## src/rtl/port_controller_pkg.sv

```systemverilog
// Shared sizing and request-decode types for the port controller and its FIFOs.
package port_controller_pkg;
  localparam int WORD_SIZE          = 16;
  localparam int HALT_PORT          = 0;
  localparam int FIFO_DEPTH_DEFAULT = 4;
  localparam int NUM_PORTS_DEFAULT  = 4;

  typedef enum logic [1:0] {
    REQ_NONE = 2'd0,
    REQ_GET  = 2'd1,
    REQ_SET  = 2'd2
  } req_kind_e;
endpackage

```

## src/rtl/port_controller_fifo.sv

```systemverilog
// Per-channel output FIFO: circular buffer with registered count, full/empty and head.
module port_fifo #(
  parameter int WIDTH = 16,
  parameter int DEPTH = 4
) (
  input  logic             clk,
  input  logic             rst_n,
  input  logic             push_i,
  input  logic             pop_i,
  input  logic [WIDTH-1:0] wdata_i,
  output logic             full_o,
  output logic             empty_o,
  output logic [WIDTH-1:0] head_o
);
  localparam int AW = $clog2(DEPTH);

  logic [WIDTH-1:0] mem_q [DEPTH];
  logic [AW-1:0]    wr_ptr_q, rd_ptr_q;
  logic [AW:0]      count_q;
  logic             do_push, do_pop;

  assign full_o  = (count_q == (AW+1)'(DEPTH));
  assign empty_o = (count_q == '0);
  assign head_o  = mem_q[rd_ptr_q];
  assign do_push = push_i & ~full_o;
  assign do_pop  = pop_i & ~empty_o;

  // DEPTH is a power of two, so pointer overflow is the wrap.
  always_ff @(posedge clk or negedge rst_n) begin
    if (!rst_n) begin
      wr_ptr_q <= '0;
      rd_ptr_q <= '0;
      count_q  <= '0;
      for (int i = 0; i < DEPTH; i++) mem_q[i] <= '0;
    end else begin
      if (do_push) begin
        mem_q[wr_ptr_q] <= wdata_i;
        wr_ptr_q        <= wr_ptr_q + 1'b1;
      end
      if (do_pop) rd_ptr_q <= rd_ptr_q + 1'b1;
      case ({do_push, do_pop})
        2'b10:   count_q <= count_q + 1'b1;
        2'b01:   count_q <= count_q - 1'b1;
        default: count_q <= count_q;
      endcase
    end
  end
endmodule

```

## src/rtl/port_controller.sv

```systemverilog
// CPU port controller: request decode, halt port, per-channel output FIFOs and
// one-entry input holding registers, with stall/done/bad_access reporting.
module port_controller
  import port_controller_pkg::*;
#(
  parameter int NUM_PORTS  = NUM_PORTS_DEFAULT,
  parameter int FIFO_DEPTH = FIFO_DEPTH_DEFAULT
) (
  input  logic                           clk,
  input  logic                           rst_n,
  input  logic [WORD_SIZE-1:0]           portaddr,
  input  logic [WORD_SIZE-1:0]           portval,
  input  logic                           get_enable,
  input  logic                           set_enable,
  output logic [WORD_SIZE-1:0]           portout,
  output logic                           done,
  output logic                           stall,
  output logic                           bad_access,
  output logic                           halted,
  output logic [NUM_PORTS-1:0]           out_valid,
  output logic [NUM_PORTS*WORD_SIZE-1:0] out_data,
  input  logic [NUM_PORTS-1:0]           out_ready,
  input  logic [NUM_PORTS-1:0]           in_valid,
  input  logic [NUM_PORTS*WORD_SIZE-1:0] in_data,
  output logic [NUM_PORTS-1:0]           in_ready
);
  localparam int PW = (NUM_PORTS > 1) ? $clog2(NUM_PORTS) : 1;

  logic [WORD_SIZE-1:0] portout_q, portout_d;
  logic                 done_q, done_d, bad_q, bad_d, halted_q, halted_d;
  logic [WORD_SIZE-1:0] hold_q [NUM_PORTS];
  logic [NUM_PORTS-1:0] hold_valid_q, capture_vec, consume_vec, push_vec;
  logic [NUM_PORTS-1:0] fifo_full;
  logic                 addr_ok;
  logic [PW-1:0]        idx;
  req_kind_e            req_kind;

  assign addr_ok     = (portaddr < WORD_SIZE'(NUM_PORTS));
  assign idx         = portaddr[PW-1:0];
  assign in_ready    = {~hold_valid_q[NUM_PORTS-1:1], 1'b0};
  assign capture_vec = in_valid & in_ready;
  assign portout     = portout_q;
  assign done        = done_q;
  assign bad_access  = bad_q;
  assign halted      = halted_q;

  // Channel 0 is the halt port and has no data path.
  assign out_valid[0]            = 1'b0;
  assign out_data[WORD_SIZE-1:0] = '0;
  assign fifo_full[0]            = 1'b0;
  wire unused_out_ready0 = out_ready[0];

  for (genvar p = 1; p < NUM_PORTS; p++) begin : g_chan
    logic fifo_empty;
    port_fifo #(.WIDTH(WORD_SIZE), .DEPTH(FIFO_DEPTH)) u_fifo (
      .clk     (clk),
      .rst_n   (rst_n),
      .push_i  (push_vec[p]),
      .pop_i   (out_ready[p]),
      .wdata_i (portval),
      .full_o  (fifo_full[p]),
      .empty_o (fifo_empty),
      .head_o  (out_data[p*WORD_SIZE +: WORD_SIZE])
    );
    assign out_valid[p] = ~fifo_empty;
  end

  // A request is not re-accepted in its done cycle, so one held request gives one done.
  always_comb begin
    req_kind    = REQ_NONE;
    stall       = 1'b0;
    push_vec    = '0;
    consume_vec = '0;
    done_d      = 1'b0;
    bad_d       = 1'b0;
    halted_d    = halted_q;
    portout_d   = portout_q;
    if (!halted_q && !done_q) begin
      if (get_enable)      req_kind = REQ_GET;
      else if (set_enable) req_kind = REQ_SET;
    end
    case (req_kind)
      REQ_GET: begin
        if (!addr_ok || idx == PW'(HALT_PORT)) begin
          done_d    = 1'b1;
          bad_d     = ~addr_ok;
          portout_d = '0;
        end else if (hold_valid_q[idx]) begin
          done_d           = 1'b1;
          consume_vec[idx] = 1'b1;
          portout_d        = hold_q[idx];
        end else begin
          stall = 1'b1;
        end
      end
      REQ_SET: begin
        if (!addr_ok) begin
          done_d = 1'b1;
          bad_d  = 1'b1;
        end else if (idx == PW'(HALT_PORT)) begin
          done_d   = 1'b1;
          halted_d = 1'b1;
        end else if (!fifo_full[idx]) begin
          done_d        = 1'b1;
          push_vec[idx] = 1'b1;
        end else begin
          stall = 1'b1;
        end
      end
      default: ;
    endcase
  end

  always_ff @(posedge clk or negedge rst_n) begin
    if (!rst_n) begin
      portout_q    <= '0;
      done_q       <= 1'b0;
      bad_q        <= 1'b0;
      halted_q     <= 1'b0;
      hold_valid_q <= '0;
      for (int p = 0; p < NUM_PORTS; p++) hold_q[p] <= '0;
    end else begin
      portout_q    <= portout_d;
      done_q       <= done_d;
      bad_q        <= bad_d;
      halted_q     <= halted_d;
      hold_valid_q <= (hold_valid_q & ~consume_vec) | capture_vec;
      for (int p = 0; p < NUM_PORTS; p++)
        if (capture_vec[p]) hold_q[p] <= in_data[p*WORD_SIZE +: WORD_SIZE];
    end
  end
endmodule

```

## config.mk

```make
export PLATFORM = sky130hd
export DESIGN_NAME = port_controller
export DESIGN_NICKNAME = d
export VERILOG_FILES = /design/src/rtl/port_controller_pkg.sv /design/src/rtl/port_controller_fifo.sv /design/src/rtl/port_controller.sv
export SDC_FILE = /design/constraint.sdc
export NUM_CORES = 1
export LEC_CHECK = 0
export CORE_MARGIN = 4
export CORE_UTILIZATION = 53
export CTS_CLUSTER_DIAMETER = 80
export CTS_CLUSTER_SIZE = 8
export DETAILED_ROUTE_END_ITERATION = 16
export HOLD_SLACK_MARGIN = 0.15
export PLACE_DENSITY = 0.9
export SLEW_MARGIN = 20
export SYNTH_ARGS = -nofsm -noshare
export SYNTH_HDL_FRONTEND = slang
export SYNTH_HIERARCHICAL = 1
export SYNTH_SLANG_ARGS = --single-unit
```

## constraint.sdc

```tcl
create_clock -name clk -period 3.3 [get_ports clk]
set_clock_uncertainty 0.1 [all_clocks]
set_input_delay 0.66 -clock clk [delete_from_list [all_inputs] [get_ports clk]]
set_output_delay 0.66 -clock clk [all_outputs]
set_load 0.03 [all_outputs]
```

* After elaboration in Yosys (flattened, before gate mapping)
Index checks and enable logic that the tools add are counted.
W data, S select, Z words.
** Storage, ports and cells
- Output and inout bits :: 92
- Bits in registers :: 300
** Operators by class
- Equal/unequal tests :: 11
- $lt $le $gt $ge :: 13
- Bitwise operators :: 25
- Multiplexer cells :: 57
- $add $sub $neg :: 12
- Reduce and logical (&&, ||, !) cells :: 19
** Operator list (number)
- $mux W16 :: 13
- $bwmux W64 :: 3
- $bmux W16 S2 :: 4
- $demux W16 S2 :: 3
- $mux W4 :: 7
- $ge A3 B3 Y1 const B :: 7
- $not A2 Y3 :: 7
- $pmux W3 S2 :: 3
- $lt A16 B3 Y1 const B :: 1
- $mux W1 :: 15
- $add A2 B1 Y2 const B :: 6
- $add A3 B1 Y3 const B :: 3
- $eq A3 B3 Y1 const B :: 3
- $logic_not A3 Y1 :: 3
- $lt A3 B1 Y1 const B :: 3
- $sub A3 B1 Y3 const B :: 3
- $and A4 B4 Y4 :: 2
- $eq A2 B1 Y1 const B :: 4
- $eq A2 B2 Y1 const B :: 4
- $reduce_bool A2 Y1 :: 4
- $not A1 Y1 :: 7
- $and A1 B1 Y1 :: 6
- $mux W2 :: 3
- $pmux W1 S2 :: 3
- 13 further kinds :: 20

* Depth between registers and ports, before layout
- Depth in word-level cells :: 11
- Mapped depth :: 13

* By module
The synthesis kept the hierarchy.
** By module, submodules not included
- port_fifo at g_chan[1].u_fifo ... :: cells each 192, area an instance 3185.6 um^2, instances 2
- port_controller :: cells each 276, area an instance 3477.1 um^2, instances 1
- port_fifo at g_chan[3].u_fifo :: cells each 192, area an instance 3188.1 um^2, instances 1

* Least setup slack after synthesis
Ideal clock, no wire load.
- Kind :: input to register
- From :: input port portaddr[11]
- To :: register g_chan[2].u_fifo.count_q[2]
- Required time :: 3075 ps
- Path slack :: 238 ps
- Setup time :: 125 ps
- Data arrival time :: 2836 ps
- Stages :: 11
- Cells stage by stage :: nor4_2 -> and4_1 -> nand2_1 -> nor4b_1 -> nand2b_1 -> ha_1 -> inv_1 -> fa_1 -> xor2_1 -> nor2_1 -> xor2_1
** On the way
- Longest elaborated chain between the ends :: 6
- Elaborated cells between the ends (all ways) :: 8
** Ends and longest elaborated chain
- start, declared :: RTL line port_controller.sv:11 : input logic [WORD_SIZE-1:0] portaddr,
- $lt A16 B3 Y1 (*) :: RTL line port_controller.sv:38 : assign addr_ok = (portaddr < WORD_SIZE'(NUM_PORTS));
- $mux W4 (*) :: RTL line port_controller.sv:97 : if (!addr_ok) begin
- $mux W4 (*) :: RTL line port_controller.sv:82 : case (req_kind)
- net push_vec[2] :: RTL line port_controller.sv:32 : logic [NUM_PORTS-1:0] hold_valid_q, capture_vec, consume_vec, push_vec;
- $and A1 B1 Y1 (*) :: RTL line port_controller_fifo.sv:25 : assign do_push = push_i & ~full_o;
- $eq A2 B1 Y1 or $eq A2 B2 Y1 (tied branches) :: RTL line port_controller_fifo.sv:41 : case ({do_push, do_pop})
- $pmux W3 S2 or $reduce_bool A2 Y1 (tied branches)
- end signal, assigned :: RTL line port_controller_fifo.sv:42 : 2'b10: count_q <= count_q + 1'b1;
- end signal, assigned :: RTL line port_controller_fifo.sv:43 : 2'b01: count_q <= count_q - 1'b1;
- end signal, assigned :: RTL line port_controller_fifo.sv:44 : default: count_q <= count_q;
- end, declared :: RTL line port_controller_fifo.sv:19 : logic [AW:0] count_q;
The timed path passes the listed nets; every way through them passes the cells marked *.
A chain may end at the register's enable or synchronous reset.

* Final worst setup path
- From :: register g_chan[3].u_fifo.rd_ptr_q[0]
- To :: output port out_data[50]
** On the way
- Longest elaborated chain between the ends :: 4
** Ends and longest elaborated chain
- start, declared :: RTL line port_controller_fifo.sv:18 : logic [AW-1:0] wr_ptr_q, rd_ptr_q;
- start signal, assigned :: RTL line port_controller_fifo.sv:40 : if (do_pop) rd_ptr_q <= rd_ptr_q + 1'b1;
- $not A2 Y3 (implied by the code) :: RTL line port_controller_fifo.sv:24 : assign head_o = mem_q[rd_ptr_q];
- $bmux W16 S2 :: RTL line port_controller_fifo.sv:24
- $mux W16 (implied by the code) (2 in a row) :: RTL line port_controller_fifo.sv:24
- end, declared :: RTL line port_controller.sv:21 : output logic [NUM_PORTS*WORD_SIZE-1:0] out_data,
Every way passes these cells. The select of a mux whose other input is x is not followed.

==> impl_metrics.sql <==
INSERT INTO impl_metrics (metric_group, metric, value, unit) VALUES
('route', 'via_per_inst', '5.63', ''),
('pwr', 'power.density_cell_area', '575', 'nW/um2'),
('floorplanning', 'top_level_ports', '200', ''),
('floorplanning', 'core_area', '24200', 'um2'),
('finish', 'fillerInstances', '1581', ''),
('clock_tree', 'clock-root-buffer', 'sky130_fd_sc_hd__clkbuf_16', ''),
('worst_setup_path', 'setup_crit_end_kind', 'output port', ''),
('global_routing', 'first_pass_grt_wire_length', '47100', 'um'),
('finish', 'fin_cells', '1384', ''),
('finish', 'areaGrowthSynthToFinish', '25.6', '%'),
('clock_tree', 'number_of_cts_inserted_buffers', '41', ''),
('pwr', 'net_switching', '0.00258', 'W'),
('timing', 'setup_slack', '0.130', 'ns'),
('clock_tree', 'cts.htree.levels', '2', ''),
('timing', 'maxSlewHeadroom', '0.313', ''),
('route', 'antenna_left', '0', ''),
('placement', 'pre_cts_slack', '-0.107', 'ns'),
('synthesis', 'synthMuxAreaShare', '0.312', ''),
('synthesis', 'synth-compound-area-share', '0.0320', ''),
('clock_tree', 'cts_tree', 'yes', ''),
('finish', 'commonest_cells_after_routing_fill_and_taps_aside', 'sky130_fd_sc_hd__dfrtp_1, sky130_fd_sc_hd__mux2_2, sky130_fd_sc_hd__clkdlybuf4s50_1', ''),
('synthesis', 'synthesized_instance_count', '852', ''),
('placement', 'numPortBuffers', '163', ''),
('global_routing', 'overflow', '0', ''),
('pwr', 'combPwrFrac', '0.184', ''),
('worst_setup_path', 'cp-start-kind', 'flop', ''),
('route', 'dr.pass1.iters', '4', ''),
('placement', 'post-dp-hpwl', '18800', 'um'),
('route', 'finalWirelength', '29200', 'um'),
('finish', 'final_common_cell', 'sky130_fd_sc_hd__dfrtp_1', ''),
('synthesis', 'ys_seq_area_frac', '0.545', ''),
('synthesis', 'yosysWarnings', '6', ''),
('pwr', 'cellLeakagePower', '7.53', 'nW'),
('pwr', 'netSwitchingFraction', '0.274', ''),
('timing', 'period_minus_slack', '3.17', 'ns'),
('synthesis', 'post_synthesis_share_of_cell_area_spent_on_xor_and_xnor_gates', '0.0121', ''),
('synthesis', 'syn_avg_cell_area', '15.3', 'um2'),
('floorplanning', 'placement_rows', '57', ''),
('route', 'drc', '0', ''),
('run_status', 'outcome', 'finished clean', ''),
('finish', 'final_core_util', '0.675', ''),
('synthesis', 'biggest_area_consumer_among_synthesized_cells', 'sky130_fd_sc_hd__dfrtp_1', ''),
('floorplanning', 'start_util', '0.538', ''),
('finish', 'antenna_cells', '0', ''),
('pwr', 'clock_power_share', '0.395', ''),
('synthesis', 'synth.cell_area', '13000', 'um2'),
('route', 'vias', '7786', ''),
('worst_setup_path', 'path_class', 'reg -> out', ''),
('clock_tree', 'clock_tree.buffer_depth', '3', ''),
('worst_setup_path', 'timing.critical_path.required', '2.54', 'ns'),
('placement', 'placed_cells', '1338', ''),
('placement', 'routabilityCongestion', '0.772', ''),
('flow_run', 'max_cap_violations', '0', ''),
('finish', 'multi_input_comb_area', '5450', 'um2'),
('synthesis', 'yosys.cell_types.count', '40', ''),
('timing', 'whs', '0.278', 'ns'),
('finish', 'num-nets-final', '1186', ''),
('timing', 'timing.final.max_slew_violations', '0', ''),
('timing', 'setup_viol', '0', ''),
('timing', 'worstMarginPinSlew', '1.03', 'ns'),
('synthesis', 'synthDominantCellAreaShare', '0.545', ''),
('global_routing', 'antenna_found_initial', '0', ''),
('min_path', 'hold_path.class', 'reg -> reg', ''),
('finish', 'post_route_cells_drive_above_1_share', '0.413', ''),
('pwr', 'cellInternalPower', '0.00683', 'W'),
('route', 'drt_iter0_markers', '524', ''),
('synthesis', 'adder_and_majority_gate_portion_of_the_synthesized_area', '0.0209', ''),
('synthesis', 'synth.top_cells.by_area', 'sky130_fd_sc_hd__dfrtp_1, sky130_fd_sc_hd__mux2_2, sky130_fd_sc_hd__mux4_2', ''),
('synthesis', 'synth_area_in_simple_gates', '0.0363', ''),
('global_routing', 'grt_start_max_net_pins', '86', ''),
('pwr', 'vdd.ir_drop.worst', '0.000426', 'V');
routing by layer:
layer	track usage	wire [um]
met5	0	0
met4	0.0643	769
met3	0.0571	2030
met2	0.387	14900
met1	0.273	11600
per-stage QoR:
stage / total power, W / area [um2]
2_1_floorplan: 0.00510 / 13100
3_3_place_gp: 0.00569 / 15200
3_5_place_dp: 0.00574 / 15200
4_1_cts: 0.00951 / 16400
5_1_grt: 0.00981 / 16400
6_report: 0.00941 / 16400
power by group through the flow:
stage / sequential, W / clock, W / combinational, W
finish: 0.00396 / 0.00372 / 0.00173
floorplan: 0.00397 / 0 / 0.00113
global route: 0.00399 / 0.00394 / 0.00188
detailed placement: 0.00401 / 0 / 0.00173
CTS: 0.00396 / 0.00379 / 0.00176
global placement: 0.00400 / 0 / 0.00169
registers in the layout, indices dropped and copies added (netlist names):
| name | cells |
|---|---|
| bad_access | 1 |
| done | 1 |
| g_chan.u_fifo/count_q | 9 |
| g_chan.u_fifo/mem_q | 192 |
| g_chan.u_fifo/rd_ptr_q | 6 |
| g_chan.u_fifo/wr_ptr_q | 6 |
| halted | 1 |
| hold_q | 48 |
| hold_valid_q | 4 |
| portout | 16 |
cell usage after synthesis (all sizes together):
cell	number
mux2	260
clkbuf	15
nand4	2
a21oi	2
a22oi	17
mux4	49
mux2i	3
a2bb2oi	1
buf	47
nor2	38
xnor2	9
and4	1
fa	3
a31oi	2
inv	26
a211oi	16
ha	17
a31o	1
nand3b	1
conb	1
o21a	1
nor2b	4
and2	1
o31ai	2
xor2	9
o31a	3
nor3	7
nor3b	4
nor4	4
nor4b	1
nand2	18
nand2b	3
dfrtp	284
layout make-up:
class,instances,area share
flip-flops and latches,284,0.434
well taps,324,0.0247
clock buffers,41,0.0626
repair buffers,208,0.134
clock inverters,4,0.00565
inverters,26,0.00596
multi-input cells,497,0.333
what timing repair did:
| action | in CTS | in global routing |
|---|---|---|
| gates resized for setup | 1 | 1 |
| endpoints found under the hold margin | 80 | 0 |
| endpoints found under the setup margin | 2 | 9 |
| setup buffers | 0 | 0 |
| cloned | 0 | 0 |
| hold buffers | 1 | 0 |
cell families after synthesis:
logic type,Yosys count
mux,312
flops,284
buf+inv,88
simple gates,84
compound gates,45
fa+ha+maj,20
xor+xnor,18
other cells,1
worst paths after layout:
kind,start,end,slack (ns),depth (start not counted)
max,g_chan[3].u_fifo/rd_ptr_q[0],out_data[50],0.13,3
min,hold_valid_q[0],hold_valid_q[0],0.28,0
max reg2reg,halted,g_chan[2].u_fifo/count_q[1],0.69,11
min reg2reg,hold_valid_q[0],hold_valid_q[0],0.28,0
max in group asynchronous,rst_n,g_chan[2].u_fifo/rd_ptr_q[0],1.60,3
min in group asynchronous,rst_n,g_chan[3].u_fifo/mem_q[58],0.62,2
worst max-delay path: stages, from the launching register on:
cell and delay (ns):
sky130_fd_sc_hd__dfrtp_1 0.52, sky130_fd_sc_hd__buf_4 0.21, sky130_fd_sc_hd__mux4_2 0.53, sky130_fd_sc_hd__clkdlybuf4s50_1 0.62
Power figures use the tool's default switching activity.
